===== src/rtl/cpu_trace_pkg.sv =====
// Shared state encoding and entry layout for the CPU trace buffer.
// Defining TRACE_CYCLE_STAMP_EN prepends a cycle stamp to every stored entry.
package cpu_trace_pkg;

  typedef enum logic [1:0] {
    ST_IDLE    = 2'd0,
    ST_CAPTURE = 2'd1,
    ST_DONE    = 2'd2
  } trace_state_t;

`ifdef TRACE_CYCLE_STAMP_EN
  localparam bit STAMP_EN = 1'b1;
`else
  localparam bit STAMP_EN = 1'b0;
`endif

  // Entry layout, LSB first: instr, pc, then the optional stamp.
  localparam int INSTR_LSB = 0;

  function automatic int pc_lsb(input int instr_w);
    return INSTR_LSB + instr_w;
  endfunction

  function automatic int stamp_lsb(input int pc_w, input int instr_w);
    return pc_lsb(instr_w) + pc_w;
  endfunction

  function automatic int entry_width(input int stamp_w, input int pc_w, input int instr_w);
    return stamp_lsb(pc_w, instr_w) + (STAMP_EN ? stamp_w : 0);
  endfunction

endpackage


===== src/rtl/trace_ram.sv =====
// Trace storage: one write port and one registered read port whose output
// holds its value until the next read.
module trace_ram #(
  parameter int DEPTH = 32,
  parameter int WIDTH = 64
) (
  input  logic                     clk,
  input  logic                     reset,
  input  logic                     we,
  input  logic [$clog2(DEPTH)-1:0] waddr,
  input  logic [WIDTH-1:0]         wdata,
  input  logic                     re,
  input  logic [$clog2(DEPTH)-1:0] raddr,
  output logic [WIDTH-1:0]         rdata
);

  logic [WIDTH-1:0] mem [DEPTH];

  always_ff @(posedge clk) begin
    if (we) mem[waddr] <= wdata;
  end

  always_ff @(posedge clk or posedge reset) begin
    if (reset)   rdata <= '0;
    else if (re) rdata <= mem[raddr];
  end

endmodule


===== src/rtl/cpu_trace_buffer.sv =====
// CPU instruction trace buffer: captures {pc, instr} each cycle of a run and
// drains oldest-first afterwards. Cycle stamps are enabled by TRACE_CYCLE_STAMP_EN.
module cpu_trace_buffer
  import cpu_trace_pkg::*;
#(
  parameter int DEPTH      = 32,
  parameter int PC_W       = 32,
  parameter int INSTR_W    = 32,
  parameter int RUN_CYCLES = 130,
  parameter int WRAP       = 0,
  parameter int STAMP_W    = 16
) (
  input  logic                                        clk,
  input  logic                                        reset,
  input  logic                                        start,
  input  logic [PC_W-1:0]                             pc,
  input  logic [INSTR_W-1:0]                          instr,
  input  logic [PC_W-1:0]                             stop_pc,
  input  logic                                        stop_pc_en,
  input  logic                                        rd_en,
  output logic [entry_width(STAMP_W, PC_W, INSTR_W)-1:0] rd_data,
  output logic                                        rd_valid,
  output logic [$clog2(DEPTH):0]                      count,
  output logic [1:0]                                  state,
  output logic                                        overflow
);

  localparam int ENTRY_W = entry_width(STAMP_W, PC_W, INSTR_W);
  localparam int AW      = $clog2(DEPTH);
  localparam int CW      = $clog2(RUN_CYCLES + 1);
  localparam logic [AW:0]   FULL    = (AW+1)'(DEPTH);
  localparam logic [CW-1:0] LAST    = CW'(RUN_CYCLES);
  localparam logic [CW-1:0] LAST_M1 = CW'(RUN_CYCLES - 1);

  trace_state_t  st;
  logic [AW-1:0] wr_ptr, rd_ptr;
  logic [AW:0]   cnt;
  logic [CW-1:0] cyc;
  logic          ovf, rvalid;

  logic               full, stop_hit, budget_hit, cap_write, pop;
  logic [ENTRY_W-1:0] wdata;

  assign full       = (cnt == FULL);
  assign stop_hit   = stop_pc_en && (pc == stop_pc);
  assign budget_hit = (cyc == LAST_M1);
  assign cap_write  = (st == ST_CAPTURE) && (!full || (WRAP != 0));
  // A restart takes priority over a pop issued in the same cycle.
  assign pop        = (st == ST_DONE) && rd_en && (cnt != '0) && !start;

  generate
    if (STAMP_EN) begin : g_stamp
      assign wdata = {STAMP_W'(cyc), pc, instr};
    end else begin : g_plain
      assign wdata = {pc, instr};
    end
  endgenerate

  trace_ram #(
    .DEPTH (DEPTH),
    .WIDTH (ENTRY_W)
  ) u_ram (
    .clk   (clk),
    .reset (reset),
    .we    (cap_write),
    .waddr (wr_ptr),
    .wdata (wdata),
    .re    (pop),
    .raddr (rd_ptr),
    .rdata (rd_data)
  );

  // Run control, pointer bookkeeping and status flags.
  always_ff @(posedge clk or posedge reset) begin
    if (reset) begin
      st     <= ST_IDLE;
      wr_ptr <= '0;
      rd_ptr <= '0;
      cnt    <= '0;
      cyc    <= '0;
      ovf    <= 1'b0;
      rvalid <= 1'b0;
    end else begin
      rvalid <= pop;
      case (st)
        ST_IDLE, ST_DONE: begin
          if (start) begin
            st     <= ST_CAPTURE;
            wr_ptr <= '0;
            rd_ptr <= '0;
            cnt    <= '0;
            cyc    <= '0;
            ovf    <= 1'b0;
          end else if (pop) begin
            rd_ptr <= rd_ptr + 1'b1;
            cnt    <= cnt - 1'b1;
          end
        end
        ST_CAPTURE: begin
          if (cyc != LAST) cyc <= cyc + 1'b1;
          if (!full) begin
            wr_ptr <= wr_ptr + 1'b1;
            cnt    <= cnt + 1'b1;
          end else begin
            // When full, circular mode overwrites the oldest entry.
            ovf <= 1'b1;
            if (WRAP != 0) begin
              wr_ptr <= wr_ptr + 1'b1;
              rd_ptr <= rd_ptr + 1'b1;
            end
          end
          if (budget_hit || stop_hit) st <= ST_DONE;
        end
        default: st <= ST_IDLE;
      endcase
    end
  end

  assign state    = st;
  assign count    = cnt;
  assign overflow = ovf;
  assign rd_valid = rvalid;

endmodule


===== config.mk =====
export PLATFORM = sky130hd
export DESIGN_NAME = cpu_trace_buffer
export DESIGN_NICKNAME = d
export VERILOG_FILES = /design/src/rtl/cpu_trace_pkg.sv /design/src/rtl/trace_ram.sv /design/src/rtl/cpu_trace_buffer.sv
export SDC_FILE = /design/constraint.sdc
export NUM_CORES = 2
export LEC_CHECK = 0
export ABC_CLOCK_PERIOD_IN_PS = 12400
export BUFFER_PORTS_ARGS = -buffer_cell sky130_fd_sc_hd__buf_2
export CAP_MARGIN = 40
export CORE_MARGIN = 5
export CORE_UTILIZATION = 50
export DETAILED_ROUTE_END_ITERATION = 12
export GPL_ROUTABILITY_DRIVEN = 0
export PLACE_DENSITY = 0.66
export SYNTH_ARGS = -nofsm -noshare
export SYNTH_HDL_FRONTEND = slang
export SYNTH_SLANG_ARGS = --single-unit

===== constraint.sdc =====
create_clock -name clk -period 12.4 [get_ports clk]
set_input_delay 0.62 -clock clk [delete_from_list [all_inputs] [get_ports clk]]
set_output_delay 0.62 -clock clk [all_outputs]
set_load 0.01 [all_outputs]

; Word-level counts from Yosys, hierarchy flattened
; Memories as Yosys holds them, arrays and structs flattened. A register that Yosys moved wholly into a read port is not among the register bits.
; Index checks and enable logic that the tools add are counted.
[totals]
reg_bits = 28
latchBits = 0
ram_bits = 2048
mem_bits_ro = 0
input_bits = 101
out_inout_bits = 74
wordCells = 64
memories = 1
[op_classes]
addsub = 5
multipliers = 0
div = 0
n_lt_le_gt_ge = 0
eq_ne = 12
shift = 0
muxes = 20
n_bitwise = 0
reduce_logical = 19
[mem_list]
columns = name, depth, width, read_ports, rd_clocked_by_memory_dff, wr, line
row1 = u_ram.mem, 32, 64, 1, 1, 1, trace_ram.sv:17  ; logic [WIDTH-1:0] mem [DEPTH];
[ops]
columns = op, count
row1 = == test 32 bit, 1
row2 = 2-to-1 mux 5 bit, 4
row3 = 2-to-1 mux 6 bit, 3
row4 = 2-to-1 mux 8 bit, 2
row5 = one-hot mux 8 bit (2 select lines), 1
row6 = one-hot mux 6 bit (2 select lines), 1
row7 = AND reduction 3 bit, 4
row8 = adder 5 x 1 -> 5 bit (second input constant), 2
row9 = one-hot mux 5 bit (2 select lines), 1
row10 = adder 8 x 1 -> 8 bit (second input constant), 1
row11 = == test 8 bit (second input constant), 1
row12 = != test 8 bit (second input constant), 1
row13 = adder 6 x 1 -> 6 bit (second input constant), 1
row14 = == test 6 bit (second input constant), 1
row15 = != test 2 bit (second input constant), 3
row16 = nonzero test 6 bit, 1
row17 = subtractor 6 x 1 -> 6 bit (second input constant), 1
row18 = logical AND 1 bit, 5
row19 = 2-to-1 mux 1 bit, 4
row20 = 2-to-1 mux 2 bit, 2
row21 = != test 2 x 1 -> 1 bit (second input constant), 2
row22 = one-hot mux 2 bit (2 select lines), 1
row23 = AND reduction 2 bit, 2
row24 = nonzero test 2 bit, 2
row25 = 8 further kinds, 9

; Logic depth before layout (Yosys ltp)
[logic_depth]
ltp_word = 7
ltp_mapped = 10

; Hierarchy
; Synthesis repeated with hierarchy kept, for this count alone.
[hier_totals]
hier_cells = 3553
area_unflattened_um2 = 81100.3
[by_module_without_submodules]
columns = module, instances, cells_per_inst, area_per_inst_um2, seq_area_each_um2
row1 = trace_ram, 1, 3341, 79153.4, 63100.5
row2 = cpu_trace_buffer, 1, 212, 1946.9, 700.7

; Worst setup path before layout
; No wires, ideal clock.
[synth_path]
path_type = register to register
startpoint = reg cnt[0], in the netlist count[0]
endpoint = mem u_ram.mem[12][0], enable pin
setup_ps = 487
arrival_time_ps = 4221
required_time_ps = 11913
setup_slack_ps = 7692
path_stages_with_launch = 7
path_buffers = 1
path_cell_list = dfrtp_1 -> inv_1 -> ha_1 -> a31oi_1 -> clkbuf_1 -> nand2_1 -> nor2_1
[synth_via]
elab_chain_len = 5
[synth_lines]
columns = element, line
row1 = from (decl), cpu_trace_buffer.sv:37  ; logic [AW:0] cnt;
row2 = from (signal assigned), cpu_trace_buffer.sv:96  ; cnt <= cnt - 1'b1;
row3 = from (signal assigned), cpu_trace_buffer.sv:103  ; cnt <= cnt + 1'b1;
row4 = == test 6 bit, cpu_trace_buffer.sv:44  ; assign full = (cnt == FULL);
row5 = zero test 1 bit, n/a
row6 = logical AND 1 bit, cpu_trace_buffer.sv:47  ; assign cap_write = (st == ST_CAPTURE) && (!full || (WRAP != 0));
row7 = 2-to-1 mux 1 bit, trace_ram.sv:20  ; if (we) mem[waddr] <= wdata;
row8 = 2-to-1 mux 1 bit (not written as such), trace_ram.sv:20
row9 = to (decl), trace_ram.sv:17
; No other way between the ends.

==> impl_metrics.tcl <==
set metrics [dict create \
    cts_root_buf "clkbuf_16" \
    num_io_pins 175 \
    yosys-top-cells-area "edfxtp_1 (75%), mux4_2 (13%), dfrtp_1 (2.8%)" \
    cts_resized 0 \
    status "finished, final reports clean" \
    track_usage_pct 24.56 \
    rsz0062_at_grt "no" \
    worst_pin_slew_ns 0.9343 \
    drt_wl_total_um 208600 \
    period_share_pct 35.81 \
    grt_use_met1_pct 34.33 \
    clkSlewWorstSetupHoldPaths_ns 0.06 \
    whs_endpoint "state[1]$_DFFE_PP0P_" \
    yosysWarnings 0 \
    numCtsBuffers 201 \
    crit_type "flop to flop" \
    synth_top_area_share_pct 75.40 \
    r2r_start "rd_ptr[1]$_DFFE_PP0P_" \
    hold_class "primary input to flop" \
    synth_area_leader_cell "edfxtp_1" \
    fillers 11652 \
    netlist_instances 3652 \
    area_growth_syn_to_layout_pct 13.56 \
    report.final.slew_viol_count 0 \
    p_seq_share_pct 53.8 \
    layout-drive-gt1-share_pct 28.80 \
    die_x_um 413.9 \
    portBuffers 174 \
    ir_drop_v 0.0001599 \
    synthMuxAreaShare_pct 14.86 \
    insertion_delay_ns 0.83 \
    place_hpwl_um 116400 \
    synth-xor-area-share_pct 0.4832 \
    first_pass_iters 5 \
    pwr-share-comb_pct 8.9 \
    cp.arrival_ns 5.15 \
    synth_top_family_by_area "multiplexers" \
    avgSynthCellArea_um2 22.34 \
    rows 148 \
    mostFrequentLayoutCells "edfxtp_1 (2,048), mux4_2 (458), clkbuf_16 (202)" \
    drc_errors 0 \
    p_int_mw 12.56 \
    r2r_cells 7 \
    die_area_um2 171300 \
    grt_start_max_net_pins 106 \
    multi_input_area_um2 16760 \
    post_drt_wl_per_cell_um 32.99 \
    initial_core_util_pct 50.23 \
    ys_async_sr_fraction_pct 4.299 \
    design.core.area_um2 162400 \
    synth_seq_area_share_pct 78.22 \
    fin_crit_ns 4.440 \
    clkPwrFrac_pct 37.3 \
    syn_area_um2 81570 \
    setup_viol 0 \
    startpoint_type "flop" \
    rr_endpoint "u_ram.rdata[35]$_DFFE_PP0P_" \
    synth_adder_area_share_pct 0.1687 \
    endpoint_kind "flop" \
    cts_hold_buf 1 \
    yosysUniqueCellTypes 56 \
    ant_nets 0 \
    grt_pass1_wl_um 297000 \
    finalPower_mw 16.39 \
    via_per_inst 6.348 \
    vias 40137 \
    synth_compound_area_share_pct 3.416 \
    drv_cap 0 \
    use_met3_pct 4.794 \
    register_area_um2 63820 \
    h-tree-depth 4 \
    ys_ff_latch 2140 \
    cts_setup_buffers 0 \
    finalHoldViolCount 0 \
    grt_pass1_vias 39945 \
    synth_edf_count 2048 \
    cts_tree "yes" \
    whs_path_depth 3 \
    drtIter0Drc 5019 \
    grtUsageMet2_pct 39.83 \
    syn-num-nets 3764 \
    reg2reg_slack_ns 7.96 \
    setup-tns-final_ns 0 \
    top_usage_layer "met2" \
    synth_simple_gate_area_share_pct 1.302 \
    required_ns 13.11 \
    min-delay-start "start" \
    overflow 0 \
    p_leak_nw 28.88 \
    clkSinkCount 2140 \
    finClkSkew_ns 0.02862 \
    max_freq_mhz 225.2 \
    relSlewSlack_pct 37.71 \
    die_h_um 413.9 \
    p_sw_mw 3.830 \
    cp_max_fo 44 \
    clock_path_buffers 3 \
    final_common_cell "edfxtp_1" \
    p_sw_share_pct 23.36 \
    synth_ff_type "edfxtp_1" \
    antenna_found_initial 18 \
    p_per_area_nw_per_um2 177.0 \
    final_nets 4082 \
]
-- cells by family after synthesis --
logic type	count (synthesis)
simple gates	213
buf+inv	218
mux	630
flops	2140
compound gates	395
fa+ha+maj	11
xor+xnor	45
-- per-stage QoR --
step | cells | setup WS (ns) | cell area (um2) | hold WS, ns | util [%]
global route | 6319 | 7.589 | 92620 | 0.2118 | 57.03
detailed placement | 5939 | 7.901 | 86050 | 0.4897 | 52.99
floorplan | 3652 | 7.692 | 81570 | 0.4791 | -
CTS | 6316 | 7.898 | 92610 | 0.1671 | 57.02
finish | 6323 | 7.960 | 92630 | 0.2415 | 57.04
global placement | 5891 | 7.894 | 84980 | 0.4725 | 52.33
-- Yosys cell counts, types with 42 or more instances --
cell type / n
nand2_1: 43
mux4_2: 458
a22o_1: 50
edfxtp_1: 2048
o22ai_1: 159
clkbuf_1: 60
mux2_2: 65
nor2_1: 51
buf_2: 78
nor3_1: 43
xor2_1: 42
dfrtp_1: 92
mux2i_1: 107
-- critical path, cell delays in order, from the launching register on --
cell	delay (ns)
dfrtp_4	0.97
buf_4	0.70
buf_4	0.66
buf_4	0.74
mux4_2	0.58
mux2i_1	0.24
o211ai_1	0.11
a22o_1	0.21
-- how the worst max path moves through the flow --
stage	from	to	cells after the start
4_1_cts	rd_ptr[1]$_DFFE_PP0P_	u_ram.rdata[35]$_DFFE_PP0P_	7
5_1_grt	rd_ptr[1]$_DFFE_PP0P_	u_ram.rdata[35]$_DFFE_PP0P_	7
3_5_place_dp	rd_ptr[1]$_DFFE_PP0P_	u_ram.rdata[29]$_DFFE_PP0P_	7
2_1_floorplan	count[0]$_DFFE_PP0P_	u_ram.mem[12][0]$_DFFE_PP_	6
3_3_place_gp	rd_ptr[1]$_DFFE_PP0P_	u_ram.rdata[35]$_DFFE_PP0P_	7
6_report	rd_ptr[1]$_DFFE_PP0P_	u_ram.rdata[35]$_DFFE_PP0P_	7
-- layer usage --
metal  vias to the layer above  wire, um
li1                      16218         -
met1                     21580     81650
met2                      2010    102200
met3                       321     18070
met4                         8      6655
met5                         -        55
-- power by group through the flow --
stage / clock network (mW) / logic (mW) / registers, mW
after floorplan: 0 / 0.670 / 8.96
after global placement: 0 / 1.36 / 8.94
after detailed placement: 0 / 1.45 / 8.96
after CTS: 6.20 / 1.46 / 8.82
after global routing: 6.53 / 1.52 / 8.86
final: 6.12 / 1.45 / 8.82
-- final cells by class --
class	count	area share [%]
flip-flops and latches	2140	68.90
multi-input cells	1294	18.09
clock buffers	268	5.865
repair buffers	323	2.945
well taps	2175	2.938
clock inverters	108	1.199
inverters	10	0.04863
diodes	5	0.01351
-- registers in the layout (all words and copies together), names as in the netlist --
register	flops
u_ram.mem	2048
rd_valid	1
count	6
rd_ptr	5
cyc	8
state	2
wr_ptr	5
u_ram.rdata	64
overflow	1
Note: power is estimated with default switching activity, not from simulation.
